`src/rtl/udivision_recip_seq.sv`:
```
// Sequential reciprocal: returns round_half_up((2^FRAC_W-1)/(n+1)) using a
// restoring divider that resolves one quotient bit per clock, MSB first.
module udivision_recip_seq #(
  parameter int IN_W   = 8,
  parameter int FRAC_W = 8,
  parameter int TAG_W  = 4
) (
  input  logic              clk,
  input  logic              rst,
  input  logic              in_valid,
  output logic              in_ready,
  input  logic [IN_W-1:0]   number_in,
  input  logic [TAG_W-1:0]  in_tag,
  output logic              out_valid,
  input  logic              out_ready,
  output logic [FRAC_W-1:0] reciprocal,
  output logic [TAG_W-1:0]  out_tag,
  output logic              busy,
  output logic [1:0]        state_dbg
);

  // Handshake: a transfer happens on a rising edge where valid and ready are
  // both high; valid never depends on ready, and a presented result holds
  // until it is taken.

  // Width covers d<<FRAC_W (d <= 2^IN_W) and the dividend 2*(2^FRAC_W-1)+d.
  localparam int DW    = IN_W + FRAC_W + 2;
  localparam int CNT_W = $clog2(FRAC_W + 1);

  typedef enum logic [1:0] {
    IDLE = 2'd0,
    DIV  = 2'd1,
    DONE = 2'd2
  } state_t;

  state_t             state;
  logic [DW-1:0]      rem;
  logic [DW-1:0]      dvs;
  logic [FRAC_W-1:0]  quo;
  logic [TAG_W-1:0]   tag_r;
  logic [CNT_W-1:0]   cnt;

  logic [DW-1:0]      d_ext;
  logic [DW-1:0]      rem_init;
  logic [DW-1:0]      dvs_init;
  logic [DW-1:0]      rem_sub;
  logic               ge;
  logic               accept;

  // Rounded division is floor((2M + d) / 2d); the divisor starts aligned to
  // the quotient MSB, i.e. 2d << (FRAC_W-1) == d << FRAC_W.
  assign d_ext    = DW'(number_in) + DW'(1);
  assign rem_init = (DW'({FRAC_W{1'b1}}) << 1) + d_ext;
  assign dvs_init = d_ext << FRAC_W;

  assign ge      = (rem >= dvs);
  assign rem_sub = rem - dvs;

  assign in_ready  = (state == IDLE) && !rst;
  assign accept    = in_valid && in_ready;
  assign busy      = (state != IDLE);
  assign state_dbg = state;

  always_ff @(posedge clk or posedge rst) begin
    if (rst) begin
      state      <= IDLE;
      rem        <= '0;
      dvs        <= '0;
      quo        <= '0;
      tag_r      <= '0;
      cnt        <= '0;
      out_valid  <= 1'b0;
      reciprocal <= '0;
      out_tag    <= '0;
    end else begin
      case (state)
        IDLE: begin
          if (accept) begin
            rem   <= rem_init;
            dvs   <= dvs_init;
            quo   <= '0;
            tag_r <= in_tag;
            cnt   <= '0;
            state <= DIV;
          end
        end

        DIV: begin
          if (cnt == CNT_W'(FRAC_W)) begin
            // All bits resolved: publish the result on the final DIV edge.
            reciprocal <= quo;
            out_tag    <= tag_r;
            out_valid  <= 1'b1;
            state      <= DONE;
          end else begin
            if (ge) begin
              rem <= rem_sub;
            end
            quo <= (quo << 1) | FRAC_W'(ge);
            dvs <= dvs >> 1;
            cnt <= cnt + CNT_W'(1);
          end
        end

        DONE: begin
          if (out_ready) begin
            out_valid <= 1'b0;
            state     <= IDLE;
          end
        end

        default: begin
          state     <= IDLE;
          out_valid <= 1'b0;
        end
      endcase
    end
  end

endmodule

```
`config.mk`:
```
export PLATFORM = sky130hd
export DESIGN_NAME = udivision_recip_seq
export DESIGN_NICKNAME = d
export VERILOG_FILES = /design/src/rtl/udivision_recip_seq.sv
export SDC_FILE = /design/constraint.sdc
export NUM_CORES = 1
export LEC_CHECK = 0
export BUFFER_PORTS_ARGS = -buffer_cell sky130_fd_sc_hd__buf_2
export CAP_MARGIN = 20
export CORE_UTILIZATION = 60
export DETAILED_ROUTE_END_ITERATION = 16
export PLACE_DENSITY_LB_ADDON = 0.05
export SYNTH_ARGS = -nofsm -noshare
export SYNTH_HDL_FRONTEND = slang
export SYNTH_SLANG_ARGS = --single-unit
```
`constraint.sdc`:
```
create_clock -name clk -period 6.95 [get_ports clk]
set_input_delay 1.39 -clock clk [delete_from_list [all_inputs] [get_ports clk]]
set_output_delay 1.39 -clock clk [all_outputs]
set_load 0.1 [all_outputs]
```
==> impl_metrics.ini <==
[synth]
syn_inst = 422
ys_ff_latch = 66
synth_cell_types = 59
async_reset_ff_share_pct = 100
syn-num-nets = 460
syn-cell-area_mm2 = 0.00400
synth_edf_count = 0
seq_area_frac_synth_pct = 41.3
synth-main-ff-cell = dfrtp_1
avgSynthCellArea_um2 = 9.48
ys_warn_count = 0

[grt]
grt_first_pass_wirelength_mm = 13.9
grt.total_usage_pct = 25.6
grt_overflow_total = 0
grt_max_degree = 67
grt_pass1_vias = 2850
antenna_found_initial = 1

[timing]
rsz0062_at_grt = false
fin_worst_skew_ns = 0.0138
tns_ns = 0
finalMaxSlewViolations = 0
min_period_ns = 3.52
fin_crit_sh_pct = 50.6
worst_slack_ns = 3.43
worst_pin_slew_ns = 0.824
hold_violations = 0
max_slew_margin_pct = 45.0
setup_viol = 0
max_freq_mhz = 284

[cts]
insertion_delay_ns = 0.36
holdBufCountCts = 0
root_buffer = clkbuf_8
clkSinkCount = 66
cts_tree = yes
clk_pin_slew_ns = 0.08
post_cts_buffers = 0
post_cts_resized = 0
cts_buffer_depth = 2
h-tree-depth = 3
numCtsBuffers = 9

[critical_path]
arrival_ns = 2.13
critPathSlowestCell = buf_2
end_kind = output port
max_stage_delay_ns = 0.47
crit_path_frequent_cell = buf_2
cp_max_fo = 3
path_class = primary input to output port
path_buf_inv = 2
start_kind = primary input
cp_top_family = buffers and inverters
required_ns = 5.56
path_cells = buf_2 > nor3_2 > buf_2
rrSetupSlack_ns = 3.96

[drt]
avgRoutedWirePerCell_um = 15.3
wl_mm = 8.13
drc = 0
drt_first_pass_iters = 4
viasPerCell = 5.78
ant_nets = 0
dr_total_vias = 3066
drtIter0Drc = 227

[layout]
fill_cells = 509
drive_above_1_share_pct = 21.6
seqCellArea_mm2 = 0.00165
fin_nets = 486
multiInputGateArea_mm2 = 0.00212
syn2layout_area_growth_pct = 10.7
final_cells = 530
diodes = 0

[die]
num_rows = 29
die_h_um = 83.7
initial_utilization_pct = 62.6
dieArea_mm2 = 0.00700
fp.dieW_um = 83.7
ioPinCount = 33
core_area_mm2 = 0.00639

[status]
status = finished, final reports clean

[worst_hold_path]
worstHoldPathType = register to register

[place]
dp.cells = 512
dp_slack_ns = 2.94
hpwl_mm = 5.74
portBuffers = 32
routabilityCongestion = 0.884

[flow_run]
maxCapViolations = 0
[through the flow]
step	hold WS, ns	cell area [um2]	utilization (%)
6_report	0.475	4430	69.4
5_1_grt	0.496	4430	69.4
4_1_cts	0.479	4390	68.8
3_5_place_dp	0.461	4160	65.2
3_3_place_gp	0.453	4160	65.2
2_1_floorplan	0.440	4000	-
[final cells by class]
class	count	share of cell area, %
clock buffer	9	2.80
multi-input combinational	305	48.0
sequential	66	37.3
clock inverter	7	2.32
tap	77	2.18
timing repair buffer	37	5.00
inverter	29	2.46
[worst paths after layout]
kind,startpoint,end,cells past startpoint
worst min register to register,out_valid$_DFFE_PP0P_,out_valid$_DFFE_PP0P_,1
min in group asynchronous,rst,cnt[1]$_DFFE_PP0P_,3
max in group asynchronous,rst,dvs[11]$_DFFE_PP0P_,3
worst max-delay path,rst,in_ready,3
worst min-delay path,out_valid$_DFFE_PP0P_,out_valid$_DFFE_PP0P_,1
worst max register to register,rem[0]$_DFFE_PP0P_,rem[1]$_DFFE_PP0P_,10
[cells by family after synthesis]
kind of cell    Yosys count  share of synthesized area, %
compound gates          103                          18.4
xor+xnor                 29                          6.35
fa+ha+maj                22                          7.07
buf+inv                  51                          5.72
flops                    66                          41.3
mux                      23                          6.32
simple gates            128                          14.9
[flip-flops by register name (all words and copies together) (netlist names)]
| register | flops |
|---|---|
| cnt | 4 |
| dvs | 17 |
| out_tag | 4 |
| out_valid | 1 |
| quo | 8 |
| reciprocal | 8 |
| rem | 18 |
| state_dbg | 2 |
| tag_r | 4 |
[layout by cell type, fill, tap and decap left out, types with 7 or more instances in the layout]
| cell | Yosys | routed |
|---|---|---|
| xor2_1 | 12 | 12 |
| a22o_2 | 7 | 7 |
| o31ai_1 | 8 | 8 |
| nand2_1 | 52 | 52 |
| ha_1 | 21 | 21 |
| a21o_1 | 9 | 9 |
| a21oi_1 | 30 | 30 |
| inv_1 | 28 | 27 |
| buf_2 | 3 | 32 |
| dfrtp_1 | 66 | 66 |
| mux2_2 | 18 | 18 |
| o21ai_0 | 18 | 18 |
| nor2_1 | 35 | 35 |
| clkbuf_8 | 1 | 9 |
| xnor2_1 | 17 | 17 |
| nand3_1 | 10 | 10 |
[layer usage]
layer / GRT usage, % / up-vias / part of all wire [%]
met3: 5.74 / 13 / 4.3
met2: 37.6 / 79 / 44
met4: 9.09 / 0 / 1.8
met1: 37.2 / 1453 / 50
li1: - / 1521 / -
met5: 0 / - / 0
[cells in the mapped netlist, types with 3 or more instances]
| cell type | instances | area, um2 |
|---|---|---|
| o31ai_1 | 8 | 60.1 |
| xor2_1 | 12 | 105 |
| clkbuf_1 | 14 | 52.6 |
| buf_2 | 3 | 15.0 |
| nand3_1 | 10 | 50.1 |
| buf_6 | 3 | 33.8 |
| o211ai_1 | 3 | 22.5 |
| a21o_1 | 9 | 67.6 |
| a21oi_1 | 30 | 150 |
| mux2_2 | 18 | 203 |
| dfrtp_1 | 66 | 1650 |
| nor3_1 | 3 | 15.0 |
| ha_1 | 21 | 263 |
| nand2_1 | 52 | 195 |
| o21ai_0 | 18 | 90.1 |
| nor2_1 | 35 | 131 |
| xnor2_1 | 17 | 149 |
| a22o_2 | 7 | 70.1 |
| mux2i_1 | 5 | 50.1 |
| a31oi_1 | 3 | 18.8 |
| inv_1 | 28 | 105 |
| nand2b_1 | 5 | 31.3 |
| nand4_1 | 4 | 25.0 |
| and3_1 | 3 | 18.8 |
[worst register-to-register path, cell delays in order, from the launching register on]
cell and delay, ns:
dfrtp_1 0.35, inv_1 0.05, ha_1 0.22, fa_1 0.40
nand2b_1 0.19, a21oi_2 0.21, o221ai_2 0.21, o221a_4 0.33
o41ai_4 0.33, nor2_4 0.17, a221o_2 0.41
Power is not shown: default switching activity piles up to over one toggle a cycle in this logic, so the estimate is an artifact.
